===== src/rtl/score_counter.sv =====
// score_counter
//   Two-digit BCD score register fed by the pushbutton processor. Rising
//   edges on count_up_i / count_down_i step the score within 0..MAX_SCORE.
//   The BCD digits are counted directly rather than converted from binary.
//
//   Parameter:
//     MAX_SCORE     upper score bound, 1..99 (default 99)
//   Ports:
//     clk_1khz      system clock
//     rst_i         synchronous active-high reset
//     count_up_i    increment request (level or pulse, edge-detected)
//     count_down_i  decrement request (level or pulse, edge-detected)
//     score_o       binary score
//     ones_o        BCD ones digit
//     tens_o        BCD tens digit
//     changed_o     one-cycle pulse on every actual score change
//     at_max_o      high while score_o == MAX_SCORE
//     at_min_o      high while score_o == 0
//   Build option:
//     SCORE_WRAP_EN defined -> wrap-around at the limits (up at MAX -> 0,
//                   down at 0 -> MAX); undefined -> saturate at the limits.
module score_counter #(
  parameter int unsigned MAX_SCORE = 99
) (
  input  logic       clk_1khz,
  input  logic       rst_i,
  input  logic       count_up_i,
  input  logic       count_down_i,
  output logic [6:0] score_o,
  output logic [3:0] ones_o,
  output logic [3:0] tens_o,
  output logic       changed_o,
  output logic       at_max_o,
  output logic       at_min_o
);

  localparam logic [6:0] MAX7 = 7'(MAX_SCORE);
`ifdef SCORE_WRAP_EN
  localparam logic [3:0] MAX_TENS = 4'(MAX_SCORE / 10);
  localparam logic [3:0] MAX_ONES = 4'(MAX_SCORE % 10);
`endif

  logic       up_q, up_d;
  logic       dn_q, dn_d;
  logic [6:0] score_q, score_d;
  logic [3:0] ones_q, ones_d;
  logic [3:0] tens_q, tens_d;
  logic       changed_q, changed_d;
  logic       at_max_q, at_max_d;
  logic       at_min_q, at_min_d;
  logic       up_evt, dn_evt;

  always_comb begin
    up_evt    = count_up_i & ~up_q;
    dn_evt    = count_down_i & ~dn_q;
    up_d      = count_up_i;
    dn_d      = count_down_i;
    score_d   = score_q;
    ones_d    = ones_q;
    tens_d    = tens_q;
    changed_d = 1'b0;

    // Coincident up and down edges cancel out.
    if (up_evt && !dn_evt) begin
      if (score_q == MAX7) begin
`ifdef SCORE_WRAP_EN
        score_d   = '0;
        ones_d    = '0;
        tens_d    = '0;
        changed_d = 1'b1;
`endif
      end else begin
        score_d   = score_q + 7'd1;
        changed_d = 1'b1;
        if (ones_q == 4'd9) begin
          ones_d = '0;
          tens_d = tens_q + 4'd1;
        end else begin
          ones_d = ones_q + 4'd1;
        end
      end
    end else if (dn_evt && !up_evt) begin
      if (score_q == '0) begin
`ifdef SCORE_WRAP_EN
        score_d   = MAX7;
        ones_d    = MAX_ONES;
        tens_d    = MAX_TENS;
        changed_d = 1'b1;
`endif
      end else begin
        score_d   = score_q - 7'd1;
        changed_d = 1'b1;
        if (ones_q == '0) begin
          ones_d = 4'd9;
          tens_d = tens_q - 4'd1;
        end else begin
          ones_d = ones_q - 4'd1;
        end
      end
    end

    // Flags are derived from the next score so they register alongside it.
    at_max_d = (score_d == MAX7);
    at_min_d = (score_d == '0);
  end

  always_ff @(posedge clk_1khz) begin
    if (rst_i) begin
      // Edge history starts high so an input already asserted at release is ignored.
      up_q      <= 1'b1;
      dn_q      <= 1'b1;
      score_q   <= '0;
      ones_q    <= '0;
      tens_q    <= '0;
      changed_q <= 1'b0;
      at_max_q  <= 1'b0;
      at_min_q  <= 1'b1;
    end else begin
      up_q      <= up_d;
      dn_q      <= dn_d;
      score_q   <= score_d;
      ones_q    <= ones_d;
      tens_q    <= tens_d;
      changed_q <= changed_d;
      at_max_q  <= at_max_d;
      at_min_q  <= at_min_d;
    end
  end

  assign score_o   = score_q;
  assign ones_o    = ones_q;
  assign tens_o    = tens_q;
  assign changed_o = changed_q;
  assign at_max_o  = at_max_q;
  assign at_min_o  = at_min_q;

endmodule


===== config.mk =====
export PLATFORM = sky130hd
export DESIGN_NAME = score_counter
export DESIGN_NICKNAME = d
export VERILOG_FILES = /design/src/rtl/score_counter.sv
export SDC_FILE = /design/constraint.sdc
export NUM_CORES = 1
export LEC_CHECK = 0
export CAP_MARGIN = 5
export CORE_MARGIN = 5
export CORE_UTILIZATION = 35
export DETAILED_ROUTE_END_ITERATION = 16
export SLEW_MARGIN = 20
export SYNTH_ARGS = -nofsm -noshare
export SYNTH_HDL_FRONTEND = slang
export SYNTH_SLANG_ARGS = --single-unit

===== constraint.sdc =====
create_clock -name clk_1khz -period 5.6 [get_ports clk_1khz]
set_input_delay 1.12 -clock clk_1khz [delete_from_list [all_inputs] [get_ports clk_1khz]]
set_output_delay 1.12 -clock clk_1khz [all_outputs]
set_load 0.05 [all_outputs]

* After elaboration in Yosys (flattened, before gate mapping) *
Cells that the tools add are included.

word-level totals
  register bits = 20
  latch bits = 0
  RAM bits = 0
  ROM bits = 0
  output and inout port bits = 18
  word-level logic and storage cells = 55
  memories = 0

operators by class
  add/sub/neg operators = 6
  multiply operators = 0
  div/mod/pow operators = 0
  $lt $le $gt $ge = 0
  eq/ne operators = 6
  shifts and indexed selects = 0
  muxes and demuxes = 20
  bitwise operators = 4
  reductions and logical operators = 11

operators with widths
  cell                   number
  $mux W4                12
  $mux W7                4
  $eq A7 B7 Y1 const B   2
  $logic_not A7 Y1       2
  $add A4 B1 Y4 const B  2
  $sub A4 B1 Y4 const B  2
  $add A7 B1 Y7 const B  1
  $sub A7 B1 Y7 const B  1
  $reduce_and A5 Y1      1
  $eq A4 B4 Y1 const B   1
  $logic_not A4 Y1       1
  $mux W1                4
  $ne A2 B2 Y1 const B   2
  $reduce_bool A2 Y1     2
  $reduce_and A3 Y1      1
  $and A1 B1 Y1          2
  $logic_and A1 B1 Y1    2
  $logic_not A1 Y1       2
  $ne A2 B1 Y1 const B   1
  $not A1 Y1             2

* Depth between registers and ports, before layout *
  depth in word-level cells = 7
  gate-level depth with buffers = 13
  depth with buffers taken out = 10

* Worst setup path after synthesis *
Ideal clock, no wire load.

  kind = input to register
  start point = input port count_down_i
  end point = register tens_q[3], in the netlist tens_o[3]
  arrival = 3.170 ns
  data required time = 5.530 ns
  slack = 2.359 ns
  stages on the path = 13
  cells stage by stage = nor2b_1 inv_1 ha_1 buf_2 buf_2 buf_2 inv_1 ha_1 a21o_1 a21oi_1 xnor2_1 or3_1 a21oi_1

on the way
  cells in the longest elaborated chain, start to end = 5

RTL lines
  what                                                   RTL line  RTL
  start, declared                                        28        input logic count_down_i,
  $and A1 B1 Y1 (*)                                      55        dn_evt = count_down_i & ~dn_q;
  $logic_not A1 Y1                                       64        if (up_evt && !dn_evt) begin
  $logic_and A1 B1 Y1                                    64
  $ne A2 B1 Y1 (no source line) (tied with other cells)  --
  $reduce_and A5 Y1 (no source line)                     --
  end signal, assigned                                   123       tens_q <= tens_d;
  end, declared                                          47        logic [3:0] tens_q, tens_d;

Every way passes the cells marked *; elsewhere a longest branch is shown, timed or not.
A chain may end at the register's enable or synchronous reset.

* Final worst setup path *
  start point = input port count_up_i
  end point = register tens_q[3], in the netlist tens_o[3]

on the way
  cells in the longest elaborated chain, start to end = 5

RTL lines
  what                                 RTL line  RTL
  start, declared                      27        input logic count_up_i,
  $and A1 B1 Y1 (*)                    54        up_evt = count_up_i & ~up_q;
  $logic_not A1 Y1                     82        end else if (dn_evt && !up_evt) begin
  $logic_and A1 B1 Y1                  82
  $reduce_bool A2 Y1 (no source line)  --
  $reduce_and A5 Y1 (no source line)   --

Marks and branches as above.

==> run summary <==
post-layout util: 43.6%
core footprint: 0.00374 mm^2
layout cells sized above 1: 11.0%
slew margin rel.: 36.8%
root buffer cell: clkbuf_8
Post-synth EDFFs: 0
Vias per Instance: 5.40
WL/cell: 14.1 um
slack of the worst reg-to-reg path: 2.75 ns
die area: 0.00532 mm^2
Critical R2R Capture: tens_o[3]
Synth warnings: 0
GR Overflow Total: 0
Synth top area share: 28.9%
mux share of post-synthesis cell area: 2.17%
layout overhead on the synthesized area: 18.0%
outcome: finished, final reports clean
Final Max Tran Viols: 0
Mapped Cells: 160
CTS tree: done
detailed placement HPWL: 2290 um
Max FO, Critical Path: 26
DRC: 0
Iter 0 DRT Violations: 70
P_leak: 0.606 nW
Syn Area/Cell: 8.66 um^2
remaining antenna violation count after routing: 0
Hold Crit Start: tens_o[3]
GRT Util Overall: 12.5%
num rows: 22
global-route wire length before repair: 5390 um
Critical Path RT: 5.77 ns
First-pass DRT Iterations: 4
Final min period: 3.83 ns
hold depth: 2
TNS Setup: 0 ns
register clock-pin slew on the reported worst setup and hold paths: 0.08 ns
flops & latches, synth: 20
post_cts resized: 0
PortBufs: 21
H-tree lvl count: 1
CP arrival: 4.00 ns
Synth area leader: dfxtp_1
Worst R2R Start: up_q
period utilisation layout: 68.3%
f_max: 0.261 GHz
clk_lat worst skew: 0.26 ns
Synth Area in Simple Gates: 30.1%
Die Wd: 72.9 um
number of diodes: 0
Syn Nets: 171
vias in the first global route: 1189
worst slew pin tran: 0.948 ns
placed insts: 218
Max clock buf depth: 2
final hold vios: 0
max-capacitance violation count: 0
RSZ-0062 raised after global routing: false
total CTS buffers: 3
Final Setup Violations: 0
worst setup path category: in -> reg
Post-synth top flop: dfxtp_1
CP Launch Type: input port
post-cts hold buffer count: 0
IO Count: 22
Setup Skew: 0.00241 ns
# nets final: 186
WHS Endpoint: tens_o[3]
Synth cell types: 55
pwr dens: 201 mW/mm^2
Post-Synth XOR/XNOR Area: 4.34%
Post-synth ARST share: 0%
sequential share of the synthesized area: 28.9%
Final Wtd Congestion: 0.772
maximum vdd drop: 84.0 uV
Hold Path Class: reg -> reg
top cells by area, synth: dfxtp_1, ha_1, nor2_1, a21oi_1, xor2_1
WL final: 3120 um
Cell Count, Final, Fillers Out: 221
Post-Place Worst Slack: 1.49 ns
pin count of the biggest net entering global routing: 27
main combinational cell family by area after synthesis: simple AND/OR/NAND/NOR gates
setup bufs post-CTS: 0
clk sinks: 20
height of the die: 72.9 um
kind of end point of the critical path: register
Synth Area in Adders: 6.87%
Cell Area, Synth: 0.00139 mm^2
Initial Util: 37.0%
final worst setup slack: 1.77 ns
Worst R2R Path Depth: 10
antenna violations before repair: 0
Vias: 1194
Synth Area in Compound Gates: 21.2%
-- synthesized netlist by cell type, types with 2 or more instances --
master and count:
dfxtp_1 20, nor2_1 17, a21oi_1 7, inv_1 7
ha_1 6, nand2_1 6, nand3_1 6, buf_2 5
nor3_1 5, and3_1 4, clkbuf_1 4, nor2b_1 4
o21ai_0 4, o21ai_1 4, or2_2 4, xor2_1 4
a211oi_1 3, a31oi_1 3, mux2i_1 3, nand4_1 3
buf_6 2, nand2b_1 2, nor4_1 2, nor4b_1 2
o21a_1 2, or3_4 2
-- kinds of logic (layout without fill, tap and decap cells) --
| kind of cell | after synthesis | in the layout |
|---|---|---|
| buffers and inverters | 18 | 31 |
| xor gates and xnor gates | 6 | 6 |
| AOI/OAI and AO/OA | 39 | 39 |
| adders and majority gates | 7 | 7 |
| DFF | 20 | 20 |
| muxes | 3 | 3 |
| and+or+nand+nor | 67 | 67 |
-- power breakdown --
part           total, mW  internal, mW  switching, mW
Sequential         0.156         0.148        0.00788
Combinational     0.0771        0.0308         0.0463
Clock             0.0955        0.0479         0.0477
Total              0.328         0.226          0.102
-- state kept, by name, summed over array words and instances (netlist names) --
name       cells
changed_o      1
score_o        7
dn_q           1
tens_o         4
at_max_o       1
at_min_o       1
up_q           1
ones_o         4
-- through the flow --
step	total power [mW]	area, um^2	hold slack [ns]
after global placement	0.235	1590	0.477
after global routing	0.344	1630	0.550
after detailed placement	0.236	1590	0.497
after floorplan	0.217	1390	0.713
final	0.328	1630	0.507
after CTS	0.333	1630	0.507
-- worst max-delay path, stage by stage --
cell and delay, ns:
clkdlybuf4s50_1 0.48, nand2b_1 0.08, inv_1 0.07, ha_1 0.77, inv_1 0.22, ha_1 0.34, a21o_1 0.18, a21oi_1 0.16
xnor2_1 0.09, or3_1 0.33, a21oi_1 0.15
-- layout make-up --
cell class / instances / area (um^2)
sequential: 20 / 400
tap: 48 / 60.1
timing repair buffer: 21 / 210
fill: 385 / 2110
clock buffer: 3 / 41.3
inverter: 7 / 26.3
multi-input combinational: 122 / 896
-- how the worst max path moves through the flow --
stage,startpoint,endpoint,slack (ns)
global placement,count_down_i,tens_o[3],1.61
CTS,count_up_i,tens_o[3],1.75
global route,count_up_i,tens_o[3],1.49
floorplan,count_down_i,tens_o[3],2.36
detailed placement,count_up_i,tens_o[3],1.49
finish,count_up_i,tens_o[3],1.77
-- placed cells by master, fill, tap and decap left out, types with 5 or more instances in the layout --
cell type | Yosys | final
clkdlybuf4s50_1 | 0 | 21
dfxtp_1 | 20 | 20
nor2_1 | 17 | 17
inv_1 | 7 | 7
a21oi_1 | 7 | 7
nand2_1 | 6 | 6
nand3_1 | 6 | 6
ha_1 | 6 | 6
nor3_1 | 5 | 5
-- layer usage --
metal  global-route usage (%)  up-vias  part of all wire [%]
met4                     4.71        0                  0.77
li1                         -      606                     -
met5                        0        -                     0
met1                     16.3      568                    47
met3                     2.89        2                   4.6
met2                     19.9       18                    47
No activity file was read; power rests on OpenSTA's default activity.
